[config.mk]
export PLATFORM = sky130hd
export DESIGN_NAME = sat_counter
export DESIGN_NICKNAME = d
export VERILOG_FILES = /design/src/rtl/sat_counter.sv
export SDC_FILE = /design/constraint.sdc
export NUM_CORES = 1
export LEC_CHECK = 0
export CORE_ASPECT_RATIO = 0.9
export CORE_MARGIN = 1.5
export CORE_UTILIZATION = 55
export CTS_BUF_LIST = sky130_fd_sc_hd__clkbuf_4 sky130_fd_sc_hd__clkbuf_8 sky130_fd_sc_hd__clkbuf_16
export DETAILED_ROUTE_END_ITERATION = 16
export PLACE_DENSITY = 0.85
export SLEW_MARGIN = 10
export SYNTH_ARGS = -nofsm -noshare
export SYNTH_HDL_FRONTEND = slang
export SYNTH_SLANG_ARGS = --single-unit
[constraint.sdc]
create_clock -name clk -period 2.8 [get_ports clk]
set_input_delay 0.56 -clock clk [delete_from_list [all_inputs] [get_ports clk]]
set_output_delay 0.56 -clock clk [all_outputs]
set_load 0.1 [all_outputs]
[src/rtl/sat_counter.sv]
// Up-counter that sticks at all-ones; synchronous clear beats increment.
module sat_counter #(
  parameter int WIDTH = 32
) (
  input  logic             clk,
  input  logic             rst_n,
  input  logic             clr,
  input  logic             inc,
  output logic [WIDTH-1:0] value
);

  logic [WIDTH-1:0] value_reg;

  // Count register: clear first, then increment unless already saturated.
  always_ff @(posedge clk or negedge rst_n) begin
    if (!rst_n) begin
      value_reg <= '0;
    end else if (clr) begin
      value_reg <= '0;
    end else if (inc && (value_reg != {WIDTH{1'b1}})) begin
      value_reg <= value_reg + 1'b1;
    end
  end

  assign value = value_reg;

endmodule

==> impl_metrics.json <==
{
  "core_sq_um": 3138,
  "syn_inst": 198,
  "yosysSeqAreaShare_pct": 43.18,
  "clk_pin_slew_worst_paths_ns": 0.07,
  "dieArea_sq_um": 3729,
  "r2r_cells": 6,
  "period_share_pct": 85.29,
  "drtAntennaViolNets": 0,
  "power.static_leakage_nw": 1.015,
  "design_area_sq_um": 2301,
  "syn_nets": 203,
  "worstSkewPairLatency_ns": 0.29,
  "final_common_cell": "buf_4",
  "cts_buffers": 5,
  "synth_top_area_share_pct": 43.18,
  "maxCapViolations": 0,
  "syn_avg_cell_area_sq_um": 9.365,
  "antenna_found_initial": 0,
  "yosysTopAreaCell": "dfrtp_1",
  "holdBufCountCts": 0,
  "overflow": 0,
  "netlist_area_sq_um": 1854,
  "cts_tree": "built",
  "timing.setup.tns_ns": 0,
  "crit_fanout": 19,
  "slew_headroom_pct": 51.18,
  "mostFrequentLayoutCells": "buf_4 (36), dfrtp_1 (32), nor2_1 (26)",
  "grt_pass1_vias": 1588,
  "start_util_pct": 59.09,
  "globalplace.congestion": 0.8560,
  "p_clk_share_pct": 47.7,
  "yosysWarnings": 0,
  "ys_ff_latch": 32,
  "path_cells": "ha_1 > nand4_1 > nor4_2 > a21o_1 > nor4_1 > mux2_2",
  "synth_top_cells_by_area": "dfrtp_1 (43%), nor2_1 (5.3%), xnor2_1 (4.7%), nand3_1 (3.2%), mux2_2 (3.0%)",
  "vias_per_cell": 5.961,
  "hold_ws_ns": 0.6116,
  "ctsHtreeMaxLevel": 2,
  "largest_register_ffs": 32,
  "ir_drop_mv": 0.3492,
  "cts.repair.resized": 0,
  "fmax_mhz": 418.8,
  "first_pass_iters": 4,
  "drt_iter0_markers": 76,
  "worst_ep_arrival_time_ns": 2.56,
  "power_mw": 1.030,
  "n_antenna_cell": 0,
  "nets": 242,
  "combPwrFrac_pct": 6.7,
  "whs_path_depth": 2,
  "clock-skew-final_ns": 0.005907,
  "drc": 0,
  "critical-path-slowest-cell": "a21o_1",
  "track_usage_pct": 24.83,
  "r2r_slack_ns": 0.41,
  "grt_pass1_wl_um": 7127,
  "final_layout_size_suffix_gt1_share_pct": 25.21,
  "min_period_ns": 2.388,
  "cellInternalPower_mw": 0.7980,
  "num_vias": 1669,
  "drt-total-wl_um": 4262,
  "die_w_um": 64.21,
  "clk_path_buf_depth": 2,
  "clkSinkCount": 32,
  "wl_per_cell_um": 15.22,
  "tightestPinTransition_ns": 0.7262,
  "power_switching_share_pct": 22.54,
  "pwr-share-seq_pct": 45.6,
  "grt_max_degree": 33,
  "required_ns": 2.97,
  "p_sw_mw": 0.2322,
  "areaGrowthSynthToFinish_pct": 24.09,
  "status": "complete, no violations",
  "crit_path_start_kind": "flop",
  "num_rows": 19,
  "cpPeakStageDelay_ns": 0.54,
  "p_per_area_nw_per_um2": 447.7,
  "drv_slew": 0,
  "hold_viol_final": 0,
  "timing.rr.start": "value[0]$_DFFE_PN0P_",
  "setup_violations": 0,
  "die_h_um": 58.09,
  "hold_path.startpoint": "value[15]$_DFFE_PN0P_",
  "hp-class": "reg -> reg",
  "port_buffers": 35,
  "nFillCells": 247,
  "ys_types": 42,
  "cts_setup_buffers": 0,
  "io_pins": 36,
  "post_dp_cell_area_sq_um": 2175,
  "critPathLaunch": "value[0]$_DFFE_PN0P_",
  "path_class": "reg -> reg",
  "post-dp-hpwl_um": 2996,
  "endpoint_kind": "flop",
  "rsz0062_at_grt": "false",
  "root_buffer": "clkbuf_8"
}
[critical path, delay by kind of cell (launching register included)]
kind,cells,cell delay [ns]
AOI/OAI and AO/OA,1,0.54
adders and majority gates,1,0.25
DFF,1,0.43
muxes,1,0.29
and+or+nand+nor,3,0.74
[synth_stat cells, drive strengths merged]
library cell	count
dfrtp	32
nor2	26
nand3	13
a21oi	11
nand2	11
xnor2	10
and3	8
inv	7
nand4	7
nor4	7
mux2	6
nor2b	6
a211oi	5
or3	5
clkbuf	4
nor3	4
o21ai	4
a21o	3
and2	3
buf	3
o31ai	3
or4	3
xor2	3
a31o	2
a31oi	2
nand2b	2
a41oi	1
and4	1
and4bb	1
ha	1
mux2i	1
nand3b	1
nand4b	1
o211a	1
[cell families (layout without fill, tap and decap cells)]
family | Yosys count | count (layout) | synth area share (%)
adders and majority gates | 1 | 1 | 0.6747
DFF | 32 | 32 | 43.18
muxes | 7 | 7 | 4.386
AOI/OAI and AO/OA | 32 | 32 | 11.94
xor gates and xnor gates | 13 | 13 | 6.140
and+or+nand+nor | 99 | 99 | 30.50
buffers and inverters | 14 | 54 | 3.172
[metrics by stage]
stage / instances / utilization, % / worst slack (ns)
after global placement: 272 / 69.30 / 0.2210
after global routing: 280 / 73.33 / 0.2491
after CTS: 280 / 73.33 / 0.4475
final: 280 / 73.33 / 0.4120
after detailed placement: 272 / 69.30 / 0.1654
after floorplan: 198 / - / 0.1210
[path summary, 6_finish.rpt]
| path | endpoint |
|---|---|
| min | value[15]$_DFFE_PN0P_ |
| min in group asynchronous | value[0]$_DFFE_PN0P_ |
| min reg2reg | value[15]$_DFFE_PN0P_ |
| max | value[31]$_DFFE_PN0P_ |
| max reg2reg | value[31]$_DFFE_PN0P_ |
| max in group asynchronous | value[23]$_DFFE_PN0P_ |
[area by class of cell]
type / instances / area, sq um / share of cell area (%)
Clock buffer: 7 / 96.34 / 4.187
Clock inverter: 1 / 30.03 / 1.305
Inverter: 7 / 26.28 / 1.142
Multi-Input combinational cell: 152 / 994.7 / 43.23
Sequential cell: 32 / 800.8 / 34.80
Tap cell: 42 / 52.55 / 2.284
Timing Repair Buffer: 39 / 300.3 / 13.05
[layer usage]
metal / share of wire, % / vias up / track usage (%)
met5: 0 / - / 0
met4: 1.2 / 0 / 9.726
met3: 5.4 / 9 / 8.155
met2: 48 / 48 / 39.29
met1: 45 / 822 / 31.94
li1: - / 790 / -
[power groups by stage]
stage,combinational (mW),sequential (mW),clock (mW)
2_1_floorplan,0.0205,0.500,0
3_3_place_gp,0.0681,0.478,0
3_5_place_dp,0.0700,0.478,0
4_1_cts,0.0702,0.469,0.496
5_1_grt,0.0752,0.470,0.522
6_report,0.0694,0.470,0.491
(Power assumes the default switching activity.)
